$ cat config.mk
export PLATFORM = sky130hd
export DESIGN_NAME = spi_master_txq
export DESIGN_NICKNAME = d
export VERILOG_FILES = /design/src/rtl/spi_master_txq_pkg.sv /design/src/rtl/spi_txq_mem.sv /design/src/rtl/spi_master_txq.sv
export SDC_FILE = /design/constraint.sdc
export NUM_CORES = 1
export LEC_CHECK = 0
export ABC_AREA = 1
export BUFFER_PORTS_ARGS = -buffer_cell sky130_fd_sc_hd__buf_2
export CAP_MARGIN = 20
export CORE_MARGIN = 2
export CORE_UTILIZATION = 52
export DETAILED_ROUTE_END_ITERATION = 6
export MAX_ROUTING_LAYER = met4
export PLACE_DENSITY = 0.8
export SLEW_MARGIN = 20
export SYNTH_ARGS = -nofsm -noshare
export SYNTH_HDL_FRONTEND = slang
export SYNTH_SLANG_ARGS = --single-unit
$ cat constraint.sdc
create_clock -name clk -period 2.2 [get_ports clk]
set_input_delay 0.55 -clock clk [delete_from_list [all_inputs] [get_ports clk]]
set_output_delay 0.55 -clock clk [all_outputs]
set_load 0.05 [all_outputs]
$ cat src/rtl/spi_master_txq_pkg.sv
// spi_master_txq shared definitions.
// Register map constant, datamode encodings and FSM state type.
package spi_master_txq_pkg;

    localparam logic [5:0] SPI_TX        = 6'h08;
    localparam int         SPI_TXQ_DEPTH = 16;

    localparam logic [1:0] DM_BYTE   = 2'd0;
    localparam logic [1:0] DM_HALF   = 2'd1;
    localparam logic [1:0] DM_WORD   = 2'd2;
    localparam logic [1:0] DM_DOUBLE = 2'd3;

    typedef enum logic {
        TXQ_IDLE,
        TXQ_SHIFT
    } txq_state_t;

    function automatic logic [3:0] dm_nbytes(input logic [1:0] dm);
        return 4'd1 << dm;
    endfunction

endpackage

$ cat src/rtl/spi_txq_mem.sv
// Synchronous circular FIFO, first-word-fall-through.
// Tracks occupancy, full/empty, programmable almost-full, sticky underflow.
module spi_txq_mem #(
    parameter int SW    = 8,
    parameter int DEPTH = 16,
    parameter int FAW   = $clog2(DEPTH)
) (
    input  logic           clk,
    input  logic           nreset,
    input  logic           clear,
    input  logic           wr_en,
    input  logic [SW-1:0]  din,
    input  logic           rd_en,
    input  logic [FAW:0]   prog_thresh,
    output logic [SW-1:0]  dout,
    output logic           empty,
    output logic           full,
    output logic           prog_full,
    output logic [FAW:0]   count,
    output logic           underflow
);

    localparam logic [FAW:0] DEPTH_W = DEPTH[FAW:0];

    logic [SW-1:0]  mem [DEPTH];
    logic [FAW-1:0] wr_ptr;
    logic [FAW-1:0] rd_ptr;
    logic           push;
    logic           pop;

    assign push = wr_en & ~full;
    assign pop  = rd_en & ~empty;

    assign empty     = (count == '0);
    assign full      = (count == DEPTH_W);
    assign prog_full = (count >= prog_thresh);
    assign dout      = empty ? '0 : mem[rd_ptr];

    // Pointer, occupancy and underflow bookkeeping; clear wins over traffic.
    always_ff @(posedge clk) begin
        if (!nreset || clear) begin
            wr_ptr    <= '0;
            rd_ptr    <= '0;
            count     <= '0;
            underflow <= 1'b0;
        end else begin
            if (push)
                wr_ptr <= wr_ptr + 1'b1;
            if (pop)
                rd_ptr <= rd_ptr + 1'b1;
            unique case ({push, pop})
                2'b10:   count <= count + 1'b1;
                2'b01:   count <= count - 1'b1;
                default: count <= count;
            endcase
            if (rd_en && empty)
                underflow <= 1'b1;
        end
    end

    // Storage write; contents need no reset since empty gates the output.
    always_ff @(posedge clk) begin
        if (nreset && !clear && push)
            mem[wr_ptr] <= din;
    end

endmodule

$ cat src/rtl/spi_master_txq.sv
// SPI master transmit queue: emesh write decode and byte serializer.
// Splits 1/2/4/8-byte payloads into words for the shift engine FIFO.
module spi_master_txq
    import spi_master_txq_pkg::*;
#(
    parameter int AW    = 32,
    parameter int PW    = 104,
    parameter int SW    = 8,
    parameter int DEPTH = SPI_TXQ_DEPTH,
    parameter int FAW   = $clog2(DEPTH)
) (
    input  logic           clk,
    input  logic           nreset,
    input  logic           spi_en,
    input  logic           lsbfirst,
    input  logic           flush,
    input  logic [FAW:0]   prog_thresh,
    input  logic           access_in,
    input  logic [PW-1:0]  packet_in,
    output logic           wait_out,
    input  logic           fifo_read,
    output logic [SW-1:0]  fifo_dout,
    output logic           fifo_empty,
    output logic           fifo_full,
    output logic           fifo_prog_full,
    output logic [FAW:0]   fifo_count,
    output logic           underflow
);

    logic          write_in;
    logic [1:0]    datamode_in;
    logic [AW-1:0] dstaddr_in;
    logic [31:0]   data_in;
    logic [31:0]   srcaddr_in;
    logic          unused_pkt;

    assign write_in    = packet_in[0];
    assign datamode_in = packet_in[2:1];
    assign dstaddr_in  = packet_in[8 +: AW];
    assign data_in     = packet_in[8+AW +: 32];
    assign srcaddr_in  = packet_in[40+AW +: 32];
    assign unused_pkt  = ^packet_in;

    txq_state_t  state;
    logic [63:0] payload;
    logic [2:0]  byte_idx;
    logic [3:0]  bytes_left;
    logic        lsb_q;
    logic        load;
    logic        push;
    logic [SW-1:0] fifo_din;

    assign wait_out = (state == TXQ_SHIFT) | fifo_prog_full;

    assign load = spi_en & access_in & write_in
                & (dstaddr_in[5:0] == SPI_TX)
                & ~wait_out & ~flush;

    assign push = (state == TXQ_SHIFT) & ~fifo_full;

    // Current byte, zero-extended to the FIFO word width.
    always_comb begin
        fifo_din      = '0;
        fifo_din[7:0] = payload[{byte_idx, 3'b000} +: 8];
    end

    // Serializer: latch payload on load, emit one byte per unstalled cycle.
    always_ff @(posedge clk) begin
        if (!nreset || flush) begin
            state      <= TXQ_IDLE;
            payload    <= '0;
            byte_idx   <= '0;
            bytes_left <= '0;
            lsb_q      <= 1'b0;
        end else begin
            unique case (1'b1)
                load: begin
                    state      <= TXQ_SHIFT;
                    payload    <= {srcaddr_in, data_in};
                    bytes_left <= dm_nbytes(datamode_in);
                    lsb_q      <= lsbfirst;
                    byte_idx   <= lsbfirst ? 3'd0
                                : 3'(dm_nbytes(datamode_in) - 4'd1);
                end
                push: begin
                    bytes_left <= bytes_left - 4'd1;
                    byte_idx   <= lsb_q ? byte_idx + 3'd1
                                        : byte_idx - 3'd1;
                    if (bytes_left == 4'd1)
                        state <= TXQ_IDLE;
                end
                default: ;
            endcase
        end
    end

    spi_txq_mem #(
        .SW    (SW),
        .DEPTH (DEPTH),
        .FAW   (FAW)
    ) u_mem (
        .clk         (clk),
        .nreset      (nreset),
        .clear       (flush),
        .wr_en       (push),
        .din         (fifo_din),
        .rd_en       (fifo_read),
        .prog_thresh (prog_thresh),
        .dout        (fifo_dout),
        .empty       (fifo_empty),
        .full        (fifo_full),
        .prog_full   (fifo_prog_full),
        .count       (fifo_count),
        .underflow   (underflow)
    );

endmodule
==> impl_metrics.env, run 1 <==
export IMPL_outcome="complete, but fails checks"
export IMPL_violations="setup timing"
export IMPL_path_clk_slew_ps=60
export IMPL_clock_fmax_mhz=376.1
export IMPL_cts_max_level=1
export IMPL_layout_commonest_cell="nor2_1"
export IMPL_utilization_pct=67.72
export IMPL_power_density_nw_per_um2=674.2
export IMPL_rr_worst_depth=10
export IMPL_ios=134
export IMPL_cts_root_buf="clkbuf_16"
export IMPL_grt_overflow=0
export IMPL_synth_top_area_share_pct=40.66
export IMPL_ys_top_cells_by_area="edfxtp_1 (41%), dfxtp_1 (19%), nor2_1 (11%)"
export IMPL_crit_fanout=18
export IMPL_drc=0
export IMPL_vias_per_cell=5.623
export IMPL_postSynthRegisterBits=219
export IMPL_cts_tree="built"
export IMPL_synthCells=985
export IMPL_crit_arrival_ps=2110
export IMPL_syn_avg_cell_area_um2=9.597
export IMPL_routed_wl_um=24210
export IMPL_place_gp_congestion=0.8315
export IMPL_portBuffers=102
export IMPL_yosysUniqueCellTypes=41
export IMPL_synth_cell_area_um2=9453
export IMPL_first_iter_violations=583
export IMPL_numCtsBuffers=22
export IMPL_fin_crit_sh_pct=120.9
export IMPL_dp_worst_setup_slack_ps=-215.7
export IMPL_r2r_end="u_mem.mem[0][6]"
export IMPL_final_cell_mix="nor2_1 (281), edfxtp_1 (128), o21ai_0 (102), buf_2 (90), dfxtp_1 (84)"
export IMPL_grt_pass1_wl_um=38170
export IMPL_track_usage_pct=25.40
export IMPL_yosysWarnings=0
export IMPL_rsz0062_at_grt="true"
export IMPL_fillCellCount=1301
export IMPL_synth_top_area_cell="edfxtp_1"
export IMPL_worst_slack_ps=-458.8
export IMPL_worstMarginPinSlew_ps=593.5
export IMPL_hold_end="payload[51]"
export IMPL_row_count=49
export IMPL_syn2layout_area_growth_pct=28.26
export IMPL_first_global_vias=7522
export IMPL_min_from="packet_in[91]"
export IMPL_grt_max_degree=75
export IMPL_cts_hold_buffers=0
export IMPL_dp_hpwl_um=15110
export IMPL_start_kind="flip-flop"
export IMPL_p_leak_nw=4.410
export IMPL_cp_end_kind="output pin"
export IMPL_crit_type="reg2out"
export IMPL_final_nets=1272
export IMPL_ant_nets=0
export IMPL_whs_ps=288.2
export IMPL_layout_cells_non_filler=1385
export IMPL_routedWlPerCell_um=17.48
export IMPL_ir_drop_mv=0.6802
export IMPL_finalSetupViolations=10
export IMPL_drive_gt1_share_pct=26.38
export IMPL_drv_cap=0
export IMPL_worst_skew_pair_late_latency_ps=510
export IMPL_die_area_um2=19270
export IMPL_slew_headroom_pct=60.43
export IMPL_dp_cells=1317
export IMPL_cts_buffer_depth=3
export IMPL_min_path_cells=3
export IMPL_cts_sinks=219
export IMPL_slew_violations=0
export IMPL_fin_skew_ps=18.40
export IMPL_fp_dieW_um=138.8
export IMPL_start_util_pct=52.80
export IMPL_first_pass_iters=5
export IMPL_synth_fp_nets=1117
export IMPL_num_antenna_cells=0
export IMPL_num_vias=7788
export IMPL_core_um2=17900
export IMPL_yosysSeqAreaShare_pct=59.93
export IMPL_die_y_um=138.8
export IMPL_r2r_start="u_mem.count[0]"
export IMPL_required_ps=1650
export IMPL_period_needed_ps=2659
export IMPL_r2r_setup_slack_ps=70
export IMPL_antenna_found_initial=0
export IMPL_hold_viol=0
export IMPL_hold_class="in2reg"
[power breakdown]
| group | internal [mW] | leakage [nW] | total, mW | switching, mW |
|---|---|---|---|---|
| logic | 0.0947 | 2.24 | 0.201 | 0.106 |
| registers | 4.28 | 1.81 | 4.28 | 0.000889 |
| clock network | 2.19 | 0.358 | 3.69 | 1.50 |
[state kept, by name, indices dropped and copies added, names as in the netlist, named ones only]
signal,cells
u_mem.underflow,1
u_mem.count,5
u_mem.mem,128
lsb_q,1
u_mem.wr_ptr,4
bytes_left,4
byte_idx,3
payload,64
state,1
u_mem.rd_ptr,4
[cells in the mapped netlist, drive strengths merged]
master,number
nor2,287
o21ai,178
edfxtp,128
dfxtp,91
inv,48
clkbuf,35
nand3,32
a21oi,29
nand2,27
o221ai,26
buf,24
nor3,19
ha,15
o22ai,14
a31oi,9
xor2,5
nand4,4
clkinv,3
xnor2,2
a21boi,1
a21o,1
a31o,1
fa,1
nor4,1
o211ai,1
o21bai,1
o31ai,1
or2,1
[worst max-delay path, stage by stage, from the launching register on]
cell      delay [ps]
dfxtp_4          460
clkinv_4         110
buf_12           160
o21ai_0          170
o22ai_1          160
o21ai_2          280
a21oi_4          100
buf_6            160
[worst max path at each step]
stage,from,endpoint,slack (ps)
after floorplan,prog_thresh[1],wait_out,-90
after global placement,prog_thresh[1],wait_out,-190
after detailed placement,prog_thresh[1],wait_out,-220
after CTS,flip-flop,fifo_dout[6],-410
after global routing,flip-flop,fifo_dout[4],-530
final,flip-flop,fifo_dout[4],-460
[per-stage QoR]
stage	setup TNS, ps	power, mW	area, um2
finish	-3561	8.174	12120
global route	-4833	8.395	12120
CTS	-3685	8.194	11840
detailed placement	-7524	4.567	10680
global placement	-3548	4.564	10680
floorplan	-88.52	4.462	9658
[area by class of cell]
cell class	instances	area [um2]	share of cell area, %
flip-flops and latches	219	5689	46.92
multi-input cells	656	3665	30.23
repair buffers	189	1519	12.53
clock buffers	30	653.1	5.387
well taps	229	286.5	2.363
inverters	51	234.0	1.930
clock inverters	10	68.82	0.5676
repair inverters	1	8.758	0.07224
[cell families (layout without fill, tap and decap cells)]
logic type | count (synthesis) | after routing | share of synthesized area (%)
AND/OR/NAND/NOR | 371 | 371 | 16.11
XOR/XNOR | 7 | 7 | 0.6486
AO/OA/AOI/OAI | 262 | 262 | 15.42
flip-flops | 219 | 219 | 59.93
adder cells (fa/ha/maj) | 16 | 16 | 2.197
buffers and inverters | 110 | 281 | 5.692
[layer usage]
layer	up-vias	part of all wire [%]	GRT usage (%)
li1	3743	-	-
met1	3672	40	31.51
met2	314	50	42.81
met3	59	7.2	4.420
met4	0	2.7	7.868
met5	-	0	-
[timing repair]
action | CTS | global route
setup buffers | 13 | 12
endpoints found under the setup margin | 11 | 31
cloned | 4 | 0
pin swaps | 16 | 20
resized for setup | 76 | 47
Note: power is estimated with default switching activity, not from simulation.
==> run 2, diff against run 1 <==
Settings changed: PLACE_DENSITY 0.8 to default, PLACE_DENSITY_LB_ADDON from default to 0.1.
==> run 2 against run 1 <==
The flow still finishes with violations (setup timing). Utilization about the same. Die area unchanged. Register-to-register slack better by 20 ps. Sequential power about the same. Wire length down 3.0%. Design area about the same. Hold slack worse by 4.7 ps. Total power down 0.12%. Worst setup slack better by 75 ps. Count of clock-buffer cells in the layout up 2. Cell count unchanged. Critical path depth up 1. Critical path type unchanged. Largest power group unchanged.
==> impl_metrics.env, run 2 (same netlist as run 1, synthesis figures left out) <==
export IMPL_outcome="complete, but fails checks"
export IMPL_violations="setup timing"
export IMPL_path_clk_slew_ps=60
export IMPL_cts_max_level=1
export IMPL_num_antenna_cells=0
export IMPL_fin_area_um2=12120
export IMPL_ant_nets=0
export IMPL_core_um2=17900
export IMPL_cp_slowest_cell="dfxtp_4"
export IMPL_r2r_setup_slack_ps=90
export IMPL_hold_class="in2reg"
export IMPL_whs_ps=283.6
export IMPL_first_iter_violations=444
export IMPL_utilization_pct=67.71
export IMPL_final_nets=1272
export IMPL_slew_violations=0
export IMPL_die_y_um=138.8
export IMPL_worstMarginPinSlew_ps=606.6
export IMPL_largest_reg_flops=128
export IMPL_grt_max_degree=75
export IMPL_syn2layout_area_growth_pct=28.23
export IMPL_num_vias=7498
export IMPL_cts_hold_buffers=0
export IMPL_pwr_share_seq_pct=52.5
export IMPL_crit_fanout=12
export IMPL_crit_type="reg2out"
export IMPL_final_cell_mix="nor2_1 (281), edfxtp_1 (128), o21ai_0 (114), buf_2 (90), dfxtp_1 (84)"
export IMPL_rr_worst_depth=11
export IMPL_drv_cap=0
export IMPL_required_ps=1650
export IMPL_finalSetupViolations=10
export IMPL_layout_commonest_cell="nor2_1"
export IMPL_row_count=49
export IMPL_drc=0
export IMPL_routed_wl_um=23480
export IMPL_min_path_cells=3
export IMPL_track_usage_pct=23.76
export IMPL_antenna_found_initial=0
export IMPL_die_area_um2=19270
export IMPL_ir_drop_mv=0.5542
export IMPL_clock_fmax_mhz=387.1
export IMPL_vias_per_cell=5.414
export IMPL_dpl_cell_area_um2=10740
export IMPL_cts_tree="built"
export IMPL_portBuffers=102
export IMPL_first_pass_iters=5
export IMPL_intPower_mw=6.559
export IMPL_hold_viol=0
export IMPL_numCtsBuffers=23
export IMPL_grt_pass1_wl_um=35510
export IMPL_switchingPower_mw=1.605
export IMPL_fin_crit_sh_pct=117.4
export IMPL_reg_top3="u_mem.mem: 128 flops, payload: 64 flops, u_mem.count: 5 flops"
export IMPL_worst_skew_pair_late_latency_ps=500
export IMPL_grt_overflow=0
export IMPL_p_leak_nw=4.430
export IMPL_cp_end_kind="output pin"
export IMPL_start_util_pct=52.80
export IMPL_crit_chain="buf_6 -> o21ai_0 -> o22ai_1 -> nor2_1 -> nor2_1 -> o21ai_2 -> a21oi_4 -> buf_6"
export IMPL_rsz0062_at_grt="true"
export IMPL_fp_dieW_um=138.8
export IMPL_cts_root_buf="clkbuf_16"
export IMPL_crit_arrival_ps=2030
export IMPL_first_global_vias=6905
export IMPL_start_kind="flip-flop"
export IMPL_ios=134
export IMPL_cts_buffer_depth=3
export IMPL_place_gp_congestion=0.8020
export IMPL_fin_skew_ps=9.236
export IMPL_pwr_share_comb_pct=2.5
export IMPL_max_stage_delay_ps=430
export IMPL_fillCellCount=1437
export IMPL_cts_sinks=219
export IMPL_period_needed_ps=2584
export IMPL_p_sw_share_pct=19.66
export IMPL_power_density_nw_per_um2=673.5
export IMPL_drive_gt1_share_pct=26.30
export IMPL_worst_slack_ps=-383.5
export IMPL_slew_headroom_pct=59.56
export IMPL_clkPwrFrac_pct=45.0
export IMPL_routedWlPerCell_um=16.95
export IMPL_top_register="u_mem.mem"
export IMPL_dp_hpwl_um=14970
## run 2: path summary, 6_finish.rpt
check                 startpoint           end
setup / recovery       flip-flop  fifo_dout[0]
setup reg to reg  u_mem.count[3]    payload[8]
hold reg to reg      payload[30]   payload[30]
hold / removal     packet_in[83]   payload[43]
## run 2: what timing repair did
action                     in CTS  in global routing
pin swaps                      15                 10
setup buffers                   5                  8
setup endpoints to repair      16                124
cloned                          1                  6
resized for setup              50                 51
## run 2: per-stage QoR
step                      worst slack, ps  cells  TNS (ps)  total power [mW]
after floorplan                    -88.52    985    -88.52             4.462
after global placement             -180.2   1326    -16160             4.565
after detailed placement           -200.9   1326    -16870             4.568
after CTS                          -418.6   1373     -3509             8.216
after global routing               -482.8   1385     -4144             8.410
final                              -383.5   1385     -3241             8.164
## run 2: metal layers
| metal | vias to the layer above | share of wire (%) | track usage (%) |
|---|---|---|---|
| met5 | - | 0 | - |
| met4 | 0 | 1.9 | 5.582 |
| met3 | 35 | 4.5 | 2.279 |
| met2 | 198 | 49 | 38.81 |
| met1 | 3509 | 45 | 32.56 |
| li1 | 3756 | - | - |
## run 2: cell type report
type / count / area (um2) / area share [%]
sequential: 219 / 5687 / 46.91
clock inverter: 9 / 71.32 / 0.5884
timing repair inverter: 1 / 8.758 / 0.07225
tap: 229 / 286.5 / 2.364
clock buffer: 32 / 650.6 / 5.367
multi-input combinational: 656 / 3675 / 30.32
timing repair buffer: 188 / 1499 / 12.37
inverter: 51 / 244.0 / 2.013
## run 2: power groups by stage
stage	clock, mW	sequential, mW	combinational, mW
2_1_floorplan	0	4.38	0.0827
3_3_place_gp	0	4.38	0.189
3_5_place_dp	0	4.38	0.191
4_1_cts	3.73	4.29	0.198
5_1_grt	3.90	4.28	0.223
6_report	3.68	4.29	0.202
## run 2: critical path, delay by kind of cell (launching register included)
| kind | cells | cell delay (ps) |
|---|---|---|
| DFF | 1 | 430 |
| buffers and inverters | 2 | 340 |
| and+or+nand+nor | 2 | 190 |
| AOI/OAI and AO/OA | 4 | 570 |
